[src/rtl/fetch_stage.sv]
// fetch_stage: IF stage of the 5-stage RV32 pipeline.
// Owns the PC, the instruction-memory request handshake, a one-entry skid
// buffer for results that decode cannot take yet, and the IF/ID register.
// Optional build macro FETCH_PERF_CNT_EN adds saturating fetch/flush counters.
module fetch_stage #(
   parameter logic [31:0] RESET_PC  = 32'h0000_0000,
   parameter int unsigned PC_STEP   = 4,
   parameter logic [31:0] NOP_INSTR = 32'h0000_0013
) (
   input  logic        clock,
   input  logic        reset,
   input  logic        pc_enable,
   input  logic        if_id_enable,
   input  logic        mux_sel_IF,
   input  logic        IF_flush,
   input  logic [31:0] pc_branch_value,
   output logic        imem_req,
   output logic [31:0] imem_addr,
   input  logic        imem_ready,
   input  logic [31:0] imem_rdata,
   output logic [31:0] instruction_out,
   output logic [31:0] pc_out,
   output logic        valid_out
`ifdef FETCH_PERF_CNT_EN
  ,output logic [31:0] perf_fetch_count,
   output logic [31:0] perf_flush_count
`endif
);

   typedef enum logic [1:0] {
      IDLE,
      REQ,
      HOLD,
      DROP
   } fetchState_e;

   fetchState_e state_q, state_d;
   logic [31:0] pc_q, pc_d;
   logic [31:0] reqAddr_q, reqAddr_d;
   logic [31:0] skidData_q, skidData_d;
   logic [31:0] instr_q, instr_d;
   logic [31:0] ifIdPc_q, ifIdPc_d;
   logic        valid_q, valid_d;

   logic        complete;
   logic [31:0] nextSeqPc;
   logic        haveData;
   logic [31:0] fetchData;
   logic [31:0] fetchPc;

   assign imem_req        = (state_q == REQ) || (state_q == DROP);
   assign imem_addr       = reqAddr_q;
   assign complete        = imem_req && imem_ready;
   assign nextSeqPc       = reqAddr_q + 32'(PC_STEP);
   assign instruction_out = instr_q;
   assign pc_out          = ifIdPc_q;
   assign valid_out       = valid_q;

   // Fetch FSM: next state, PC, request address, skid capture and the word offered to IF/ID
   always_comb begin
      state_d    = state_q;
      pc_d       = pc_q;
      reqAddr_d  = reqAddr_q;
      skidData_d = skidData_q;
      haveData   = 1'b0;
      fetchData  = '0;
      fetchPc    = '0;
      unique case (state_q)
         IDLE: begin
            if (mux_sel_IF) begin
               pc_d = pc_branch_value;
            end else if (pc_enable) begin
               reqAddr_d = pc_q;
               state_d   = REQ;
            end
         end
         REQ: begin
            if (complete && IF_flush) begin
               pc_d    = pc_branch_value;
               state_d = IDLE;
            end else if (complete) begin
               pc_d = mux_sel_IF ? pc_branch_value : nextSeqPc;
               if (if_id_enable) begin
                  haveData  = 1'b1;
                  fetchData = imem_rdata;
                  fetchPc   = reqAddr_q;
                  if (pc_enable && !mux_sel_IF) begin
                     reqAddr_d = nextSeqPc;
                  end else begin
                     state_d = IDLE;
                  end
               end else begin
                  skidData_d = imem_rdata;
                  state_d    = HOLD;
               end
            end else if (IF_flush) begin
               pc_d    = pc_branch_value;
               state_d = DROP;
            end else if (mux_sel_IF) begin
               pc_d = pc_branch_value;
            end
         end
         HOLD: begin
            if (IF_flush) begin
               pc_d    = pc_branch_value;
               state_d = IDLE;
            end else begin
               if (mux_sel_IF) begin
                  pc_d = pc_branch_value;
               end
               if (if_id_enable) begin
                  haveData  = 1'b1;
                  fetchData = skidData_q;
                  fetchPc   = reqAddr_q;
                  if (pc_enable && !mux_sel_IF) begin
                     reqAddr_d = pc_q;
                     state_d   = REQ;
                  end else begin
                     state_d = IDLE;
                  end
               end
            end
         end
         DROP: begin
            if (mux_sel_IF) begin
               pc_d = pc_branch_value;
            end
            if (complete) begin
               state_d = IDLE;
            end
         end
         default: state_d = IDLE;
      endcase
   end

   // IF/ID next value: flush beats load, load beats bubble, otherwise hold
   always_comb begin
      instr_d  = instr_q;
      ifIdPc_d = ifIdPc_q;
      valid_d  = valid_q;
      if (IF_flush) begin
         instr_d = NOP_INSTR;
         valid_d = 1'b0;
      end else if (if_id_enable) begin
         if (haveData) begin
            instr_d  = fetchData;
            ifIdPc_d = fetchPc;
            valid_d  = 1'b1;
         end else begin
            instr_d = NOP_INSTR;
            valid_d = 1'b0;
         end
      end
   end

   // State, PC, skid and IF/ID registers with synchronous active-low reset
   always_ff @(posedge clock) begin
      if (!reset) begin
         state_q    <= IDLE;
         pc_q       <= RESET_PC;
         reqAddr_q  <= RESET_PC;
         skidData_q <= '0;
         instr_q    <= NOP_INSTR;
         ifIdPc_q   <= '0;
         valid_q    <= 1'b0;
      end else begin
         state_q    <= state_d;
         pc_q       <= pc_d;
         reqAddr_q  <= reqAddr_d;
         skidData_q <= skidData_d;
         instr_q    <= instr_d;
         ifIdPc_q   <= ifIdPc_d;
         valid_q    <= valid_d;
      end
   end

`ifdef FETCH_PERF_CNT_EN
   logic [31:0] perfFetch_q;
   logic [31:0] perfFlush_q;
   logic        fetchKept;

   assign fetchKept        = (state_q == REQ) && complete && !IF_flush;
   assign perf_fetch_count = perfFetch_q;
   assign perf_flush_count = perfFlush_q;

   // Saturating counters of kept fetch completions and of flush cycles
   always_ff @(posedge clock) begin
      if (!reset) begin
         perfFetch_q <= '0;
         perfFlush_q <= '0;
      end else begin
         if (fetchKept && (perfFetch_q != 32'hFFFF_FFFF)) begin
            perfFetch_q <= perfFetch_q + 32'd1;
         end
         if (IF_flush && (perfFlush_q != 32'hFFFF_FFFF)) begin
            perfFlush_q <= perfFlush_q + 32'd1;
         end
      end
   end
`endif

endmodule

[config.mk]
export PLATFORM = sky130hd
export DESIGN_NAME = fetch_stage
export DESIGN_NICKNAME = d
export VERILOG_FILES = /design/src/rtl/fetch_stage.sv
export SDC_FILE = /design/constraint.sdc
export NUM_CORES = 1
export LEC_CHECK = 0
export BUFFER_PORTS_ARGS = -buffer_cell sky130_fd_sc_hd__clkbuf_2
export CAP_MARGIN = 20
export CORE_ASPECT_RATIO = 1.5
export CORE_UTILIZATION = 45
export DETAILED_ROUTE_END_ITERATION = 8
export GPL_ROUTABILITY_DRIVEN = 0
export GPL_TIMING_DRIVEN = 0
export PLACE_DENSITY = 0.76
export SKIP_LAST_GASP = 1
export SLEW_MARGIN = 15
export SYNTH_ARGS = -nofsm -noshare
export SYNTH_HDL_FRONTEND = slang
export SYNTH_SLANG_ARGS = --single-unit
[constraint.sdc]
create_clock -name clock -period 3.65 [get_ports clock]
set_clock_uncertainty 0.1 [all_clocks]
set_input_delay 0.5475 -clock clock [delete_from_list [all_inputs] [get_ports clock]]
set_output_delay 0.5475 -clock clock [all_outputs]
set_load 0.02 [all_outputs]
## Word level (Yosys, flattened, before mapping)

Cells that the tools add are included.

- Flip-flop bits (word level): 163
- Output and inout bits: 98
- Word-level logic and storage cells: 82
- Input bits: 71

- $add $sub $neg: 1
- Reductions and logical operators: 13
- Bitwise operators: 4
- Multiplexer cells: 41
- Equal/unequal tests: 16

Operator list:

| kind | number |
|---|---|
| two-way mux 32 bit | 19 |
| case mux 32 bit (3 select lines) | 2 |
| case mux 32 bit (2 select lines) | 2 |
| adder 32 x 3 -> 32 bit (second input constant) | 1 |
| two-way mux 2 bit | 10 |
| inequality test 2 bit (second input constant) | 9 |
| AND reduction 10 bit | 1 |
| case mux 2 bit (4 select lines) | 1 |
| two-way mux 1 bit | 6 |
| AND reduction 6 bit | 1 |
| inequality test 5 bit (second input constant) | 1 |
| equality test 2 bit (second input constant) | 2 |
| inequality test 4 x 3 -> 1 bit (second input constant) | 1 |
| inverter 1 bit | 4 |
| AND reduction 4 bit | 1 |
| OR reduction 2 bit | 2 |
| logical AND 1 bit | 3 |
| inequality test 3 bit (second input constant) | 1 |
| AND reduction 3 bit | 1 |
| nonzero test 3 bit | 1 |
| equality test 2 x 1 -> 1 bit (second input constant) | 1 |
| logical NOT 2 bit | 1 |
| inequality test 2 x 1 -> 1 bit (second input constant) | 1 |
| case mux 1 bit (2 select lines) | 1 |
| 2 further kinds | 2 |

## Longest topological paths before layout

Gate-level depths: netlist of the first run.

- Depth in word-level cells: 7
- Mapped depth: 9
- Gate-level depth less buffers: 7

## Least setup slack after synthesis of the first run

Ideal clock, no wire load.

- Kind: register to register
- From: register reqAddr_q[2] (netlist: imem_addr[2])
- To: register reqAddr_q[26] (netlist: imem_addr[26])
- Stages on the path, launching flop included: 8
- Clock period less this slack: 2.547 ns
- Path buffers: 1
- Required time: 3.481 ns
- Setup slack: 1.103 ns
- Setup time: 0.069 ns
- Data arrival time: 2.378 ns
- Cells stage by stage: dfxtp_1 -> ha_1 -> nand3_1 -> or4_1 -> buf_2 -> or4_4 -> o21a_1 -> o21ai_1

- Longest elaborated chain between the ends: 6

RTL lines:

| element | line | source |
|---|---|---|
| from (decl) | 39 | `logic [31:0] reqAddr_q, reqAddr_d;` |
| from (signal assigned) | 169 | `reqAddr_q <= reqAddr_d;` |
| adder 32 x 3 -> 32 bit | 54 | `assign nextSeqPc = reqAddr_q + 32'(PC_STEP);` |
| two-way mux 32 bit | 87 | `if (pc_enable && !mux_sel_IF) begin` |
| two-way mux 32 bit | 83 | `if (if_id_enable) begin` |
| two-way mux 32 bit | 81 | `end else if (complete) begin` |
| two-way mux 32 bit | 78 | `if (complete && IF_flush) begin` |
| case mux 32 bit (3 select lines) | 68 | `unique case (state_q)` |

Every way passes these cells. The select of a mux whose other input is x is not followed.
A chain may end at the register's enable or synchronous reset.

## Worst setup path in the final report of the first run

- From: register state_q[1]
- To: register reqAddr_q[17] (netlist: imem_addr[17])

- Longest elaborated chain between the ends: 6
- Elaborated cells between the ends (all ways): 19
- Classes of those cells: eq/ne (12); mux (1); reduce/logical (6)

RTL lines:

| element | line | source |
|---|---|---|
| from (decl) | 37 | `fetchState_e state_q, state_d;` |
| from (signal assigned) | 167 | `state_q <= state_d;` |
| equality test 2 x 1 -> 1 bit or equality test 2 bit (tied branches) | 51, 68 |  |
| logical OR 1 bit | 51 | `assign imem_req = (state_q == REQ) \|\| (state_q == DROP);` |
| logical AND 1 bit | 53 | `assign complete = imem_req && imem_ready;` |
| logical AND 1 bit | 78 |  |
| inequality test 2 bit (no source line) | - |  |
| AND reduction 10 bit (no source line) | - |  |

Parallel ways exist; a longest one is shown, timed or not.

==> results.py, run 1 <==
metrics = {
    "run_status": {
        "status": "complete, no violations",
    },
    "synthesis": {
        "synth.area.mux_share_pct": 5.67,
        "synthTopCellsByArea": "dfxtp_1, nand2_1, a21oi_1, mux2i_1, clkbuf_1",
        "synth_cells": 1163,
        "synth_top_family_by_area": "compound AO/OA/AOI/OAI gates",
        "yosys.cell_types.count": 63,
        "synth-simple-area-share_pct": 23.9,
        "synth-compound-area-share_pct": 26.2,
        "synth-xor-area-share_pct": 1.29,
        "yosys.area.top_type": "dfxtp_1",
        "netlist_area_sq_um": 8850,
        "yosysSeqAreaShare_pct": 36.9,
        "synth_adder_area_share_pct": 0.990,
        "synth_top_area_share_pct": 36.9,
        "async_flop_share_pct": 0,
        "synth_edf_count": 0,
        "synth_warnings": 0,
        "synthesis.nets": 1241,
        "syn_avg_cell_area_sq_um": 7.61,
        "synthFlopType": "dfxtp_1",
        "ys_ff_latch": 163,
    },
    "clock_network": {
        "cts_buffers": 17,
        "post_cts_buffers": 0,
        "ctsResizeCount": 0,
        "cts.sinks": 163,
        "cts_tree": "yes",
        "h-tree-depth": 4,
        "path_clk_slew_ns": 0.07,
        "clock_latency_ns": 0.44,
        "cts-root-buf": "clkbuf_16",
        "hold_buffers": 0,
        "cts_buffer_depth": 2,
    },
    "routing": {
        "viasPerCell": 6.05,
        "via_count": 9785,
        "post-route-drc-count": 0,
        "ant_nets": 0,
        "drt-total-wl_mm": 31.5,
        "dr.pass1.iters": 8,
        "wl_per_cell_microns": 19.5,
        "first_iter_violations": 1053,
    },
    "hold_path": {
        "hold_path.class": "in2reg",
    },
    "layout": {
        "stdcell_area_sq_um": 10600,
        "fin_nets": 1427,
        "layout-drive-gt1-share_pct": 16.7,
        "utilization_pct": 55.2,
        "final_cells": 1617,
        "synthToLayoutAreaGrowth_pct": 20.1,
        "diodes": 0,
    },
    "die": {
        "coreArea_sq_um": 19200,
        "io_pins": 169,
        "fp.dieW_microns": 116,
        "die-area_sq_um": 20200,
        "dieHeight_microns": 174,
        "num_rows": 62,
        "start_util_pct": 46.0,
    },
    "worst_setup_path": {
        "worst_setup_path_end_kind": "register",
        "start_kind": "register",
        "crit_required_ns": 3.86,
        "arrival_ns": 3.51,
        "critPathMaxFanout": 10,
        "rrSetupSlack_ns": 0.35,
        "crit_type": "reg2reg",
    },
    "placement": {
        "dpl_cell_area_sq_um": 10000,
        "port_buffers": 167,
        "dp_cells": 1586,
        "dpl.hpwl_mm": 22.8,
    },
    "global_route": {
        "grtUsageTotal_pct": 31.0,
        "grt_max_degree": 17,
        "grt_pass1_wl_mm": 48.1,
        "grt-ovfl-total": 0,
        "grt_pass1_vias": 9349,
        "antenna_found_initial": 0,
    },
    "sta": {
        "maxSlewHeadroom_pct": 20.5,
        "period_share_pct": 90.5,
        "fmax_mhz": 303,
        "setup-tns-final_ns": 0,
        "layout_min_cycle_time_ns": 3.30,
        "setup_viol": 0,
        "hold_violations": 0,
        "report.final.slew_viol_count": 0,
        "rsz0062_at_grt": "no",
        "tightest_slew_ns": 1.18,
    },
    "power_and_ir_drop": {
        "total_power_mw": 4.92,
        "leakage_nw": 4.05,
        "ir_drop_mv": 0.358,
        "powerDensity_nw_per_um2": 463,
    },
    "flow_run": {
        "drv_cap": 0,
    },
}
-- power breakdown --
group          internal, mW  switching, mW
registers              1.88          0.126
clock network          1.10          0.795
logic                 0.346          0.670
-- path summary, 6_finish.rpt --
check,from,end,cells after the start
setup / recovery,state_q[1],imem_addr[17],9
setup reg to reg,state_q[1],imem_addr[17],9
hold reg to reg,skidData_q[15],skidData_q[15],2
hold / removal,pc_branch_value[4],pc_q[4],2
-- Yosys cell counts, types with 4 or more instances --
master       n
a211oi_1     4
a21oi_1    156
a221o_1      5
a221oi_1     5
a22o_1      30
a31oi_1      6
a41oi_1      5
and2_1       4
and3_1       9
buf_1        4
buf_2       12
clkbuf_1    87
dfxtp_1    163
ha_1         7
inv_1       12
mux2i_1     49
nand2_1    230
nand2b_1    10
nand3_1     21
nand4_1      7
nor2_1      84
nor2b_1     35
nor3_1      23
nor4_1       7
nor4_2       4
o2111ai_1    4
o211ai_1     9
o21a_1      11
o21ai_0     32
o21ai_1      4
o22ai_1     19
o311a_1      7
o31a_1      10
o31ai_1     11
o32ai_1     12
or3_1        8
xnor2_1      9
xor2_1       4
-- placed cells by master, fill, tap and decap left out, drive strengths merged, types with 19 or more instances in the layout --
| master | n |
|---|---|
| mux2i | 49 |
| nor2b | 35 |
| a21oi | 156 |
| a22o | 30 |
| o22ai | 19 |
| nand2 | 230 |
| dfxtp | 163 |
| clkbuf | 272 |
| nand3 | 21 |
| nor3 | 23 |
| o21ai | 36 |
| nor2 | 84 |
-- cell type report --
cell class,instances,area (sq um)
plain buffers,103,402
repair buffers,167,836
flip-flops and latches,163,3260
multi-input cells,885,5140
clock inverters,13,175
inverters,12,45.0
well taps,256,320
clock buffers,18,439
fillers,1900,8620
-- registers in the layout, summed over array words and instances (netlist names) --
name             cells
pc_q                32
skidData_q          32
imem_addr           32
valid_out            1
state_q              2
pc_out              32
instruction_out     32
-- cell families (layout without fill, tap and decap cells) --
kind of cell,Yosys count,after routing
muxes,50,50
and+or+nand+nor,458,458
DFF,163,163
xor gates and xnor gates,13,13
AOI/OAI and AO/OA,357,357
adders and majority gates,7,7
buffers and inverters,115,313
-- per-stage QoR --
step | setup WS, ns | hold slack, ns
2_1_floorplan | 1.10 | 0.336
3_3_place_gp | 0.190 | 0.341
3_5_place_dp | 0.566 | 0.347
4_1_cts | 0.568 | 0.224
5_1_grt | 0.216 | 0.243
6_report | 0.347 | 0.228
-- critical path, stage by stage, from the launching register on --
cell	delay, ns
dfxtp_1	0.34
inv_1	0.14
ha_1	0.17
clkbuf_1	0.27
nor2_1	0.13
o221ai_1	0.55
clkbuf_1	0.60
clkbuf_1	0.53
a21oi_1	0.10
o32ai_1	0.23
-- routing by layer --
metal  vias to the layer above  part of all wire, %  track usage (%)  wire [microns]
met5                         -                    0                0               0
met4                         0                  7.1             23.9            2250
met3                       166                  9.2             6.61            2910
met2                       558                   47             51.1           15000
met1                      4520                   36             34.0           11400
li1                       4541                    -                -               -
Note: power is estimated with default switching activity, not from simulation.
==> run 2: changes to the inputs <==
Settings changed: BUFFER_PORTS_ARGS -buffer_cell sky130_fd_sc_hd__clkbuf_2 to not set, DONT_BUFFER_PORTS set to 1, PLACE_DENSITY 0.76 to 0.69.
==> run 2 against run 1 <==
Compared with the run above: global-route usage rose by 0.37 points; wire length rose by 0.50%; setup slack improved by 0.063 ns; clock power rose by 3%; register-to-register slack improved by 0.06 ns; sequential power rose by 2%; combinational power fell by 13%; critical path type unchanged; critical endpoint is now imem_addr[16]; largest cell class unchanged; highest routed layer unchanged.
==> results.py, run 2 (synthesis results as in run 1) <==
metrics = {
    "hold_path": {
        "min_to": "skidData_q[10]",
        "holdPathStages": 2,
        "min_from": "imem_rdata[10]",
        "hold_path.class": "in2reg",
    },
    "die": {
        "die-area_sq_um": 20200,
        "io_pins": 169,
        "start_util_pct": 46.0,
        "dieHeight_microns": 174,
        "num_rows": 62,
        "fp.dieW_microns": 116,
        "coreArea_sq_um": 19200,
    },
    "clock_network": {
        "clock_latency_ns": 0.44,
        "cts.sinks": 163,
        "cts_buffer_depth": 2,
        "cts_buffers": 17,
        "hold_buffers": 0,
        "ctsResizeCount": 0,
        "cts-root-buf": "clkbuf_16",
        "h-tree-depth": 4,
        "path_clk_slew_ns": 0.06,
        "cts_tree": "yes",
        "post_cts_buffers": 0,
    },
    "worst_setup_path": {
        "cp_common_cell": "clkbuf_1",
        "critPathTopFamily": "buffers and inverters",
        "crit_buf_inv": 3,
        "arrival_ns": 3.44,
        "critPathSlowestCell": "clkbuf_1",
        "critPathMaxStageDelay_ns": 0.57,
        "r2r_end": "imem_addr[16]",
        "crit_type": "reg2reg",
        "rrSetupSlack_ns": 0.41,
        "worst_setup_path_end_kind": "register",
        "crit_chain": "inv_1, ha_1, nor2b_1, nor2_1, o221ai_1, clkbuf_1, clkbuf_1, a21oi_1, o32ai_1",
        "rr_startpoint": "state_q[0]",
        "crit_required_ns": 3.85,
        "cp-startpoint": "state_q[0]",
        "start_kind": "register",
        "r2r_cells": 9,
        "critPathMaxFanout": 10,
    },
    "routing": {
        "first_iter_violations": 999,
        "dr.pass1.iters": 6,
        "drt-total-wl_mm": 31.7,
        "via_count": 9083,
        "ant_nets": 0,
        "viasPerCell": 6.26,
        "post-route-drc-count": 0,
        "wl_per_cell_microns": 21.8,
    },
    "layout": {
        "final_cell_mix": "nand2_1, dfxtp_1, a21oi_1",
        "final_cells": 1452,
        "fill_cells": 1952,
        "diodes": 0,
        "mostFrequentLayoutCell": "nand2_1",
        "layout-drive-gt1-share_pct": 5.02,
        "final-seq-area_sq_um": 3260,
        "synthToLayoutAreaGrowth_pct": 11.0,
        "fin_nets": 1261,
        "multiInputGateArea_sq_um": 5140,
        "utilization_pct": 51.0,
        "stdcell_area_sq_um": 9820,
    },
    "power_and_ir_drop": {
        "leakage_nw": 3.32,
        "powerDensity_nw_per_um2": 498,
        "total_power_mw": 4.89,
        "ir_drop_mv": 0.301,
    },
    "global_route": {
        "grt_pass1_wl_mm": 47.6,
        "grtUsageTotal_pct": 31.4,
        "grt_pass1_vias": 8501,
        "grt-ovfl-total": 0,
        "antenna_found_initial": 0,
        "grt_max_degree": 17,
    },
    "sta": {
        "timing.final.ws_setup_ns": 0.410,
        "period_share_pct": 88.8,
        "fmax_mhz": 309,
        "hold_violations": 0,
        "setup-tns-final_ns": 0,
        "tightest_slew_ns": 1.04,
        "report.final.slew_viol_count": 0,
        "setup_viol": 0,
        "rsz0062_at_grt": "no",
        "maxSlewHeadroom_pct": 30.4,
        "holdWs_ns": 0.139,
        "layout_min_cycle_time_ns": 3.24,
    },
    "run_status": {
        "status": "complete, no violations",
    },
    "placement": {
        "dp_cells": 1420,
        "pre_cts_ws_ns": 0.559,
        "dpl.hpwl_mm": 23.2,
        "port_buffers": 0,
        "dpl_cell_area_sq_um": 9180,
    },
    "flow_run": {
        "drv_cap": 0,
    },
}
[run 2: cell types whose count changed in the layout (fill, tap and decap cells not counted), sizes merged]
cell	before	now
clkbuf	272	108
inv	16	14
bufinv	3	4
clkdlybuf4s18	0	1
clkinv	3	2
[run 2: final cells by class]
cell class | instances | area share [%]
multi-input combinational | 885 | 52.4
sequential | 163 | 33.2
clock buffer | 21 | 4.69
buffer | 103 | 4.09
tap | 256 | 3.26
clock inverter | 11 | 1.77
inverter | 12 | 0.459
timing repair buffer | 1 | 0.102
[run 2: per-layer routing]
layer | up-vias | global-route usage [%] | wire length [microns]
li1 | 4202 | - | -
met3 | 133 | 8.64 | 2940
met1 | 4256 | 33.6 | 11300
met4 | 0 | 19.2 | 1830
met5 | - | 0 | 0
met2 | 492 | 53.5 | 15600
[run 2: power by group]
group	total [mW]	leakage, nW	internal [mW]	switching, mW
clock network	1.95	0.300	1.19	0.764
logic	0.891	1.70	0.299	0.592
registers	2.04	1.32	1.88	0.170
[run 2: worst max path at each step]
stage                                to  slack (ns)  cells past startpoint
after floorplan           imem_addr[26]        1.10                      7
after global placement       pc_out[20]        0.26                      6
after detailed placement  imem_addr[26]        0.56                      8
after CTS                 imem_addr[16]        0.51                      8
after global routing           pc_q[18]        0.34                      8
final                     imem_addr[16]        0.41                      9
